### src/rtl/seq_divider.sv
`default_nettype none
// ============================================================================
// Module      : seq_divider
// Description : 32-bit signed radix-2 restoring divider, one quotient bit
//               per cycle, with divide-by-zero and overflow flags.
// Revision    : 1.0 - initial release
// ============================================================================
module seq_divider (
    input  logic        clock,
    input  logic        resetn,
    input  logic        start,
    input  logic [31:0] dividend,
    input  logic [31:0] divisor,
    output logic [31:0] quotient,
    output logic [31:0] remainder,
    output logic        busy,
    output logic        ready,
    output logic        div_zero,
    output logic        ovf
);

    typedef enum logic [1:0] {
        S_IDLE = 2'd0,
        S_RUN  = 2'd1,
        S_DONE = 2'd2
    } state_t;

    localparam logic [5:0]  C_LAST_STEP = 6'd31;
    localparam logic [31:0] C_INT_MIN   = 32'h8000_0000;
    localparam logic [31:0] C_MINUS_ONE = 32'hFFFF_FFFF;

    state_t      r_state;
    logic [31:0] r_rem;
    logic [31:0] r_dvd;
    logic [31:0] r_dsr;
    logic [5:0]  r_cnt;
    logic        r_neg_q;
    logic        r_neg_r;
    logic        r_dz;
    logic        r_ovf;

    logic [31:0] w_abs_dvd;
    logic [31:0] w_abs_dsr;
    logic [32:0] w_cand;
    logic [32:0] w_diff;
    logic [31:0] w_rem_mag;

    // |0x80000000| wraps back to 0x80000000, which is the correct unsigned magnitude
    assign w_abs_dvd = dividend[31] ? (32'd0 - dividend) : dividend;
    assign w_abs_dsr = divisor[31]  ? (32'd0 - divisor)  : divisor;

    assign w_cand    = {r_rem, r_dvd[31]};
    assign w_diff    = w_cand - {1'b0, r_dsr};

    // A zero divisor never enters RUN, so the dividend magnitude is the remainder
    assign w_rem_mag = r_dz ? r_dvd : r_rem;

    always_ff @(posedge clock or negedge resetn) begin
        if (!resetn) begin
            r_state   <= S_IDLE;
            r_rem     <= 32'd0;
            r_dvd     <= 32'd0;
            r_dsr     <= 32'd0;
            r_cnt     <= 6'd0;
            r_neg_q   <= 1'b0;
            r_neg_r   <= 1'b0;
            r_dz      <= 1'b0;
            r_ovf     <= 1'b0;
            quotient  <= 32'd0;
            remainder <= 32'd0;
            busy      <= 1'b0;
            ready     <= 1'b0;
            div_zero  <= 1'b0;
            ovf       <= 1'b0;
        end else begin
            ready <= 1'b0;
            case (r_state)
                S_IDLE: begin
                    // The ready cycle is still IDLE; a start there is refused
                    if (start && !ready) begin
                        r_neg_q <= dividend[31] ^ divisor[31];
                        r_neg_r <= dividend[31];
                        r_dvd   <= w_abs_dvd;
                        r_dsr   <= w_abs_dsr;
                        r_rem   <= 32'd0;
                        r_cnt   <= 6'd0;
                        r_dz    <= (divisor == 32'd0);
                        r_ovf   <= (dividend == C_INT_MIN) && (divisor == C_MINUS_ONE);
                        busy    <= 1'b1;
                        r_state <= (divisor == 32'd0) ? S_DONE : S_RUN;
                    end
                end
                S_RUN: begin
                    r_rem <= w_diff[32] ? w_cand[31:0] : w_diff[31:0];
                    r_dvd <= {r_dvd[30:0], ~w_diff[32]};
                    r_cnt <= r_cnt + 6'd1;
                    if (r_cnt == C_LAST_STEP) begin
                        r_state <= S_DONE;
                    end
                end
                S_DONE: begin
                    quotient  <= r_dz ? 32'd0 : (r_neg_q ? (32'd0 - r_dvd) : r_dvd);
                    remainder <= r_neg_r ? (32'd0 - w_rem_mag) : w_rem_mag;
                    div_zero  <= r_dz;
                    ovf       <= r_ovf;
                    ready     <= 1'b1;
                    busy      <= 1'b0;
                    r_state   <= S_IDLE;
                end
                default: begin
                    busy    <= 1'b0;
                    r_state <= S_IDLE;
                end
            endcase
        end
    end

endmodule
`default_nettype wire

### config.mk
export PLATFORM = sky130hd
export DESIGN_NAME = seq_divider
export DESIGN_NICKNAME = d
export VERILOG_FILES = /design/src/rtl/seq_divider.sv
export SDC_FILE = /design/constraint.sdc
export NUM_CORES = 1
export LEC_CHECK = 0
export ABC_AREA = 1
export CORE_ASPECT_RATIO = 0.5
export CORE_UTILIZATION = 64
export CTS_BUF_LIST = sky130_fd_sc_hd__clkbuf_4 sky130_fd_sc_hd__clkbuf_8 sky130_fd_sc_hd__clkbuf_16
export CTS_CLUSTER_DIAMETER = 100
export DETAILED_ROUTE_END_ITERATION = 16
export GPL_ROUTABILITY_DRIVEN = 0
export PLACE_DENSITY = 0.85
export SLEW_MARGIN = 10
export SYNTH_ARGS = -nofsm -noshare
export SYNTH_HDL_FRONTEND = slang
export SYNTH_SLANG_ARGS = --single-unit
export TNS_END_PERCENT = 20
### constraint.sdc
create_clock -name clock -period 4.5 [get_ports clock]
set_input_delay 0.675 -clock clock [delete_from_list [all_inputs] [get_ports clock]]
set_output_delay 0.675 -clock clock [all_outputs]
set_load 0.05 [all_outputs]
==> run metrics, run 1 <==
post-DP HPWL=32980 µm; fin crit period=3118 ps; Post-synth EDFFs=0; reg2reg path depth=16; Yosys cell types=44; clock latency on the worst-skew pair=450 ps; Root Buffer=clkbuf_16; unrepaired setup endpoints after global routing=no; antenna violations before repair=0; Post-CTS Setup Repair Bufs=0; num rows=37; CTS tree=yes; fin nets=2385; vias in the first global route=13.34k; Syn-to-layout area delta=14.34%; die area=22310 µm²; DRC violations left=0; share of layout cells above drive strength 1=4.712%; Critical Path Start Type=flip-flop; core area=20880 µm²; H-tree depth=4; Data arrival, critical path=3450 ps; r2r endpoint=r_rem[31]$_DFFE_PN0P_; Crit. Startpoint=r_dvd[31]$_DFFE_PN0P_; r2r setup slk=1380 ps; # IOs=135; DRT Pass-1 Iters=8; #FFs+latches synth=176; Hold/Removal Path Class=in -> async; period utilization=69.30%; clock skew=12.08 ps; cts hold-fix bufs=0; commonest cells after routing, fill and taps aside=773 x nand2_1, 293 x inv_1, 181 x nor2_1, 180 x nand3_1, 175 x dfrtp_1; final hold viol count=0; fin. max-slew vios=0; Syn Inst Count=2184; Total GRT Usage=39.67%; Slew HR=19.30%; antenna-violating nets left=0; Die Wd=210.2 µm; clock sinks=176; Worst Setup EP=r_rem[31]$_DFFE_PN0P_; Syn. warnings=0; CP Capture Type=flip-flop; Mapped Nets=2290; routed len/inst=16.57 µm; Worst-Margin Slew=1208 ps; routed wire length=42830 µm; fraction of registers with async set/reset=100.0%; clk slew on worst S/H paths=70 ps; # port buffers=134; global-route wire length before repair=68320 µm; drt via density=5.763; starting density of the core=66.46%; highest clock rate=0.3207 GHz; FF-to-FF Start=r_dvd[31]$_DFFE_PN0P_; PostCTS Resize Cnt=0; n_diodes=0; Post-synth top flop=dfrtp_1; Max-Cap Viols=0; CP Data Required Time=4830 ps; sequential-to-total area share from yosys stat=31.74%; syn avg cell area=6.354 µm²; CP max FO=15; worst hold slack=303.0 ps; most common cell after layout, fill and taps aside=nand2_1; Setup CP Type=reg -> reg; Starting DRT DRC Count=1770; Mapped Area=13880 µm²; clock buffer count from CTS=17; clock buffer depth=2; Overflow after GRT=0; Die Ht=106.1 µm; largest net degree at the start of global routing=94; Setup Viol. Count Final=0; status=finished, final reports clean; via count=14.89k; Setup TNS=0 ps
[flip-flops by register name, indices dropped and copies added, names as in the netlist]
register   count
quotient      32
r_dsr         32
r_dvd         32
r_rem         32
remainder     32
r_cnt          6
r_state        2
busy           1
div_zero       1
ovf            1
r_dz           1
r_neg_q        1
r_neg_r        1
r_ovf          1
ready          1
[cell families after synthesis]
group	share of synthesized area, %
xor+xnor	3.598
fa+ha+maj	3.570
buf+inv	10.94
simple gates	37.99
compound gates	12.16
flops	31.74
[critical path, cell delays in order (launching register included)]
cell and delay (ps):
dfrtp_1 500, inv_1 150, ha_1 160, inv_1 80, fa_1 430, nand2_1 110
nand2_1 60, nand3b_1 80, nand2_1 100, nand2_1 90, nand2_1 80, nand2_2 100
nand3_1 380, nand3_1 460, nand2_1 90, nand2_1 80, nand2_1 60
[worst min path at each step]
stage	slack, ps	end	start
finish	300	r_dsr[11]$_DFFE_PN0P_	resetn
global route	400	r_dsr[22]$_DFFE_PN0P_	resetn
CTS	350	r_dsr[26]$_DFFE_PN0P_	resetn
detailed placement	470	remainder[23]$_DFFE_PN0P_	remainder[23]$_DFFE_PN0P_
global placement	460	quotient[26]$_DFFE_PN0P_	quotient[26]$_DFFE_PN0P_
floorplan	380	busy$_DFFE_PN0P_	resetn
[cell usage after synthesis, types with 13 or more instances]
library cell  count  area [µm²]
nand3_1         181       905.9
o21ai_1          23       115.1
dfrtp_1         176        4404
ha_1             38       475.5
clkbuf_1         36       135.1
nand3b_1         24       180.2
o21bai_1         13       97.59
o221ai_1         14       122.6
o21ai_0         123       615.6
o22ai_1          21       131.4
nor2_1          184       690.7
o21ai_2          17       148.9
xor2_1           36       315.3
inv_1           294        1104
nand4_1          34       212.7
nor3_1           18       90.09
a21oi_1          46       230.2
nand2_1         773        2902
xnor2_1          21       183.9
[cell type report]
cell class / count / area, µm²
multi-input cells: 1637 / 7973
fillers: 1736 / 5011
flip-flops and latches: 176 / 4405
repair buffers: 145 / 1438
inverters: 302 / 1134
clock buffers: 22 / 475.5
well taps: 292 / 365.4
clock inverters: 10 / 77.57
[stage by stage]
step | util, % | instance area, µm² | cells | setup slack (ps)
2_1_floorplan | - | 13880 | 2184 | 2188
3_3_place_gp | 73.35 | 15310 | 2552 | 1494
3_5_place_dp | 73.35 | 15310 | 2552 | 1387
4_1_cts | 76.00 | 15870 | 2584 | 1469
5_1_grt | 76.00 | 15870 | 2584 | 1197
6_report | 76.00 | 15870 | 2584 | 1382
[routing by layer]
layer | vias up | global-route usage, % | wire length (µm)
li1 | 7182 | - | -
met1 | 6798 | 55.16 | 17830
met2 | 814 | 58.51 | 17660
met3 | 97 | 11.08 | 6055
met4 | 0 | 15.48 | 1283
met5 | - | 0 | 0
Power of run 1 is not shown: default switching activity piles up to over one toggle a cycle in this logic, so the estimate is an artifact.
==> run 2: changes to the inputs <==
--- a/config.mk
+++ b/config.mk
@@ -7,12 +7,12 @@
 export LEC_CHECK = 0
 export ABC_AREA = 1
 export CORE_ASPECT_RATIO = 0.5
-export CORE_UTILIZATION = 64
+export CORE_UTILIZATION = 59
 export CTS_BUF_LIST = sky130_fd_sc_hd__clkbuf_4 sky130_fd_sc_hd__clkbuf_8 sky130_fd_sc_hd__clkbuf_16
 export CTS_CLUSTER_DIAMETER = 100
 export DETAILED_ROUTE_END_ITERATION = 16
 export GPL_ROUTABILITY_DRIVEN = 0
-export PLACE_DENSITY = 0.85
+export PLACE_DENSITY = 0.79
 export SLEW_MARGIN = 10
 export SYNTH_ARGS = -nofsm -noshare
 export SYNTH_HDL_FRONTEND = slang
==> constraint.sdc (replaced) <==
create_clock -name clock -period 3.2 [get_ports clock]
set_input_delay 0.48 -clock clock [delete_from_list [all_inputs] [get_ports clock]]
set_output_delay 0.48 -clock clock [all_outputs]
set_load 0.05 [all_outputs]
==> run 2 against run 1 <==
  * Utilization is 6.2 points lower
  * Cell count is 0.89% higher
  * Critical path depth is 1 higher
  * Cell area is 0.92% higher
  * Worst setup slack worse by 1100 ps
  * Non-clock buffer count is 8 higher
  * Fmax is 7.4% higher
  * Sequential share of layout area is 0.25 points lower
  * Critical path type unchanged
  * Largest cell class unchanged
==> run metrics, run 2 (synthesis gave the netlist of run 1 again) <==
clock latency on the worst-skew pair=460 ps (about the same); Peak VDD IR=0.8080 mV; met2 routed WL=17790 µm (+0.75%); Setup Viol. Count Final=0 (unchanged); clock buffer depth=2 (unchanged); clock buffer count from CTS=17 (unchanged); Worst-Margin Slew=1182 ps (-25.86 ps); PnR worst setup slack=296.0 ps (-1086 ps); H-tree depth=4 (unchanged); Slowest cell on crit path=dfrtp_1; fin crit period=2904 ps (-214.4 ps); Post-CTS Setup Repair Bufs=0 (unchanged); CP peak stage delay=500 ps (about the same); num rows=39 (+5.4%); Setup TNS=0 ps (unchanged); met1 wire length=19050 µm (+6.8%); core area=22930 µm² (+9.8%); DRT Pass-1 Iters=7 (-1); r2r setup slk=300 ps (-1090 ps); fin. max-slew vios=0 (unchanged); Syn-to-layout area delta=15.39%; global-route wire length before repair=69590 µm (+1.9%); PD cells=1275 nW/µm²; reg2reg path depth=17 (+1); CP max FO=19 (+4); Cell Int Power=8.917 mW; FF-to-FF Start=r_dvd[31]$_DFFE_PN0P_; die area=24180 µm² (+8.4%); Hold/Removal Path Class=in -> async; DR top layer=met5; Data arrival, critical path=3290 ps (-160 ps); clock sinks=176 (unchanged); antenna violations before repair=0 (unchanged); Setup CP Type=reg -> reg; CP cell instances=inv_1, ha_1, inv_1, fa_1, nand2_1, nand2_1, nand3b_1, nand2_1, nand2_1, nand2_1, nand2_2, nand2_2, nand2_2, nand2_4, nand2_1, nand3_1, nand2_1; most common cell after layout, fill and taps aside=nand2_1; post-DP HPWL=33720 µm (+2.2%); Starting DRT DRC Count=1721 (-2.8%); period utilization=90.75% (+21 points); Clk network pwr share=10.7%; Total GRT Usage=37.15% (-2.5 points); clock skew=11.49 ps (-0.5852 ps); # IOs=135 (unchanged); final hold viol count=0 (unchanged); routed length on met3=5488 µm (-9.4%); worst hold slack=28.19 ps (-274.8 ps); r2r endpoint=r_rem[26]$_DFFE_PN0P_; CP Capture Type=flip-flop; delay-heaviest family, CP=simple AND/OR/NAND/NOR gates; Sequential Power Share=21.9%; vias in the first global route=13.27k (-0.50%); commonest cells after routing, fill and taps aside=773 x nand2_1, 293 x inv_1, 181 x nor2_1, 180 x nand3_1, 175 x dfrtp_1; Slew HR=21.03% (+1.7 points); cts hold-fix bufs=0 (unchanged); LEAKAGE=8.219 nW; final cell count without fillers=2607 (+0.89%); DRC violations left=0 (unchanged); Root Buffer=clkbuf_16; DP Area=15420 µm² (+0.68%); antenna-violating nets left=0 (unchanged); Die Wd=218.9 µm (+4.1%); clk slew on worst S/H paths=70 ps (about the same); Max-Cap Viols=0 (unchanged); CTS tree=yes; Final Util=69.82% (-6.2 points); routed wire length=43490 µm (+1.5%); unrepaired setup endpoints after global routing=no; fin nets=2393 (+0.34%); # port buffers=134 (unchanged); drt via density=5.659 (-1.8%); PostCTS Resize Cnt=0 (unchanged); Critical Path Start Type=flip-flop; Die Ht=110.4 µm (+4.1%); critical path's most frequent cell=nand2_1; Comb pwr share=67.4%; starting density of the core=60.51% (-6.0 points); minimum setup slack after placement=341.7 ps (-1045 ps); CP Data Required Time=3590 ps (-1240 ps); status=finished, final reports clean; Tot Pwr=20.42 mW; Overflow after GRT=0 (unchanged); largest net degree at the start of global routing=77 (-18%); n_diodes=0 (unchanged); via count=14.75k (-0.93%); placed cells=2575 (+0.90%); worst path bufs/invs=2 (unchanged); design area=16010 µm² (+0.92%); switching part of the total=56.33%; highest clock rate=0.3444 GHz (+7.4%); P_sw=11.50 mW; routed len/inst=16.68 µm (+0.64%); share of layout cells above drive strength 1=5.043% (+0.33 points)
[run 2: cell types whose count changed in the layout (fill, tap and decap cells not counted)]
cell	change
clkinvlp_4	-2
inv_6	+3
inv_8	+1
buf_12	+2
clkbuf_8	-1
clkinv_2	+1
clkbuf_4	-2
clkinv_4	-2
bufinv_16	+2
buf_4	+6
[run 2: layer usage]
metal  up-vias  GRT usage, %
li1       7202             -
met1      6745         53.35
met2       707         53.25
met3        96         11.82
met4         2         10.28
met5         -         1.458
[run 2: worst max-delay path by stage]
stage | start | to | slack [ps] | cells past startpoint
floorplan | r_dvd[31]$_DFFE_PN0P_ | r_rem[10]$_DFFE_PN0P_ | 890 | 17
global placement | start | r_dvd[20]$_DFFE_PN0P_ | 390 | 10
detailed placement | start | r_dvd[23]$_DFFE_PN0P_ | 340 | 9
CTS | r_dvd[31]$_DFFE_PN0P_ | r_rem[29]$_DFFE_PN0P_ | 330 | 17
global route | r_dvd[31]$_DFFE_PN0P_ | r_rem[2]$_DFFE_PN0P_ | 20 | 17
finish | r_dvd[31]$_DFFE_PN0P_ | r_rem[26]$_DFFE_PN0P_ | 300 | 17
[run 2: power by group through the flow]
stage / Combinational (mW) / Clock, mW / Sequential [mW]
global placement: 13.2 / 0 / 4.37
CTS: 13.5 / 2.18 / 4.37
global route: 15.2 / 2.29 / 4.53
detailed placement: 13.4 / 0 / 4.40
floorplan: 8.99 / 0 / 5.15
finish: 13.8 / 2.18 / 4.48
[run 2: worst register-to-register path: cells and delay by family (launching register included)]
family,cells,cell delay [ps]
buf+inv,2,230
fa+ha+maj,2,590
simple gates,13,1520
flops,1,500
[run 2: layout make-up]
class | count | area [µm²]
clock inverters | 13 | 147.6
fillers | 2052 | 6922
flip-flops and latches | 176 | 4405
well taps | 307 | 384.1
inverters | 302 | 1134
clock buffers | 19 | 446.7
repair buffers | 153 | 1523
multi-input cells | 1637 | 7973
Power figures use the tool's default switching activity.
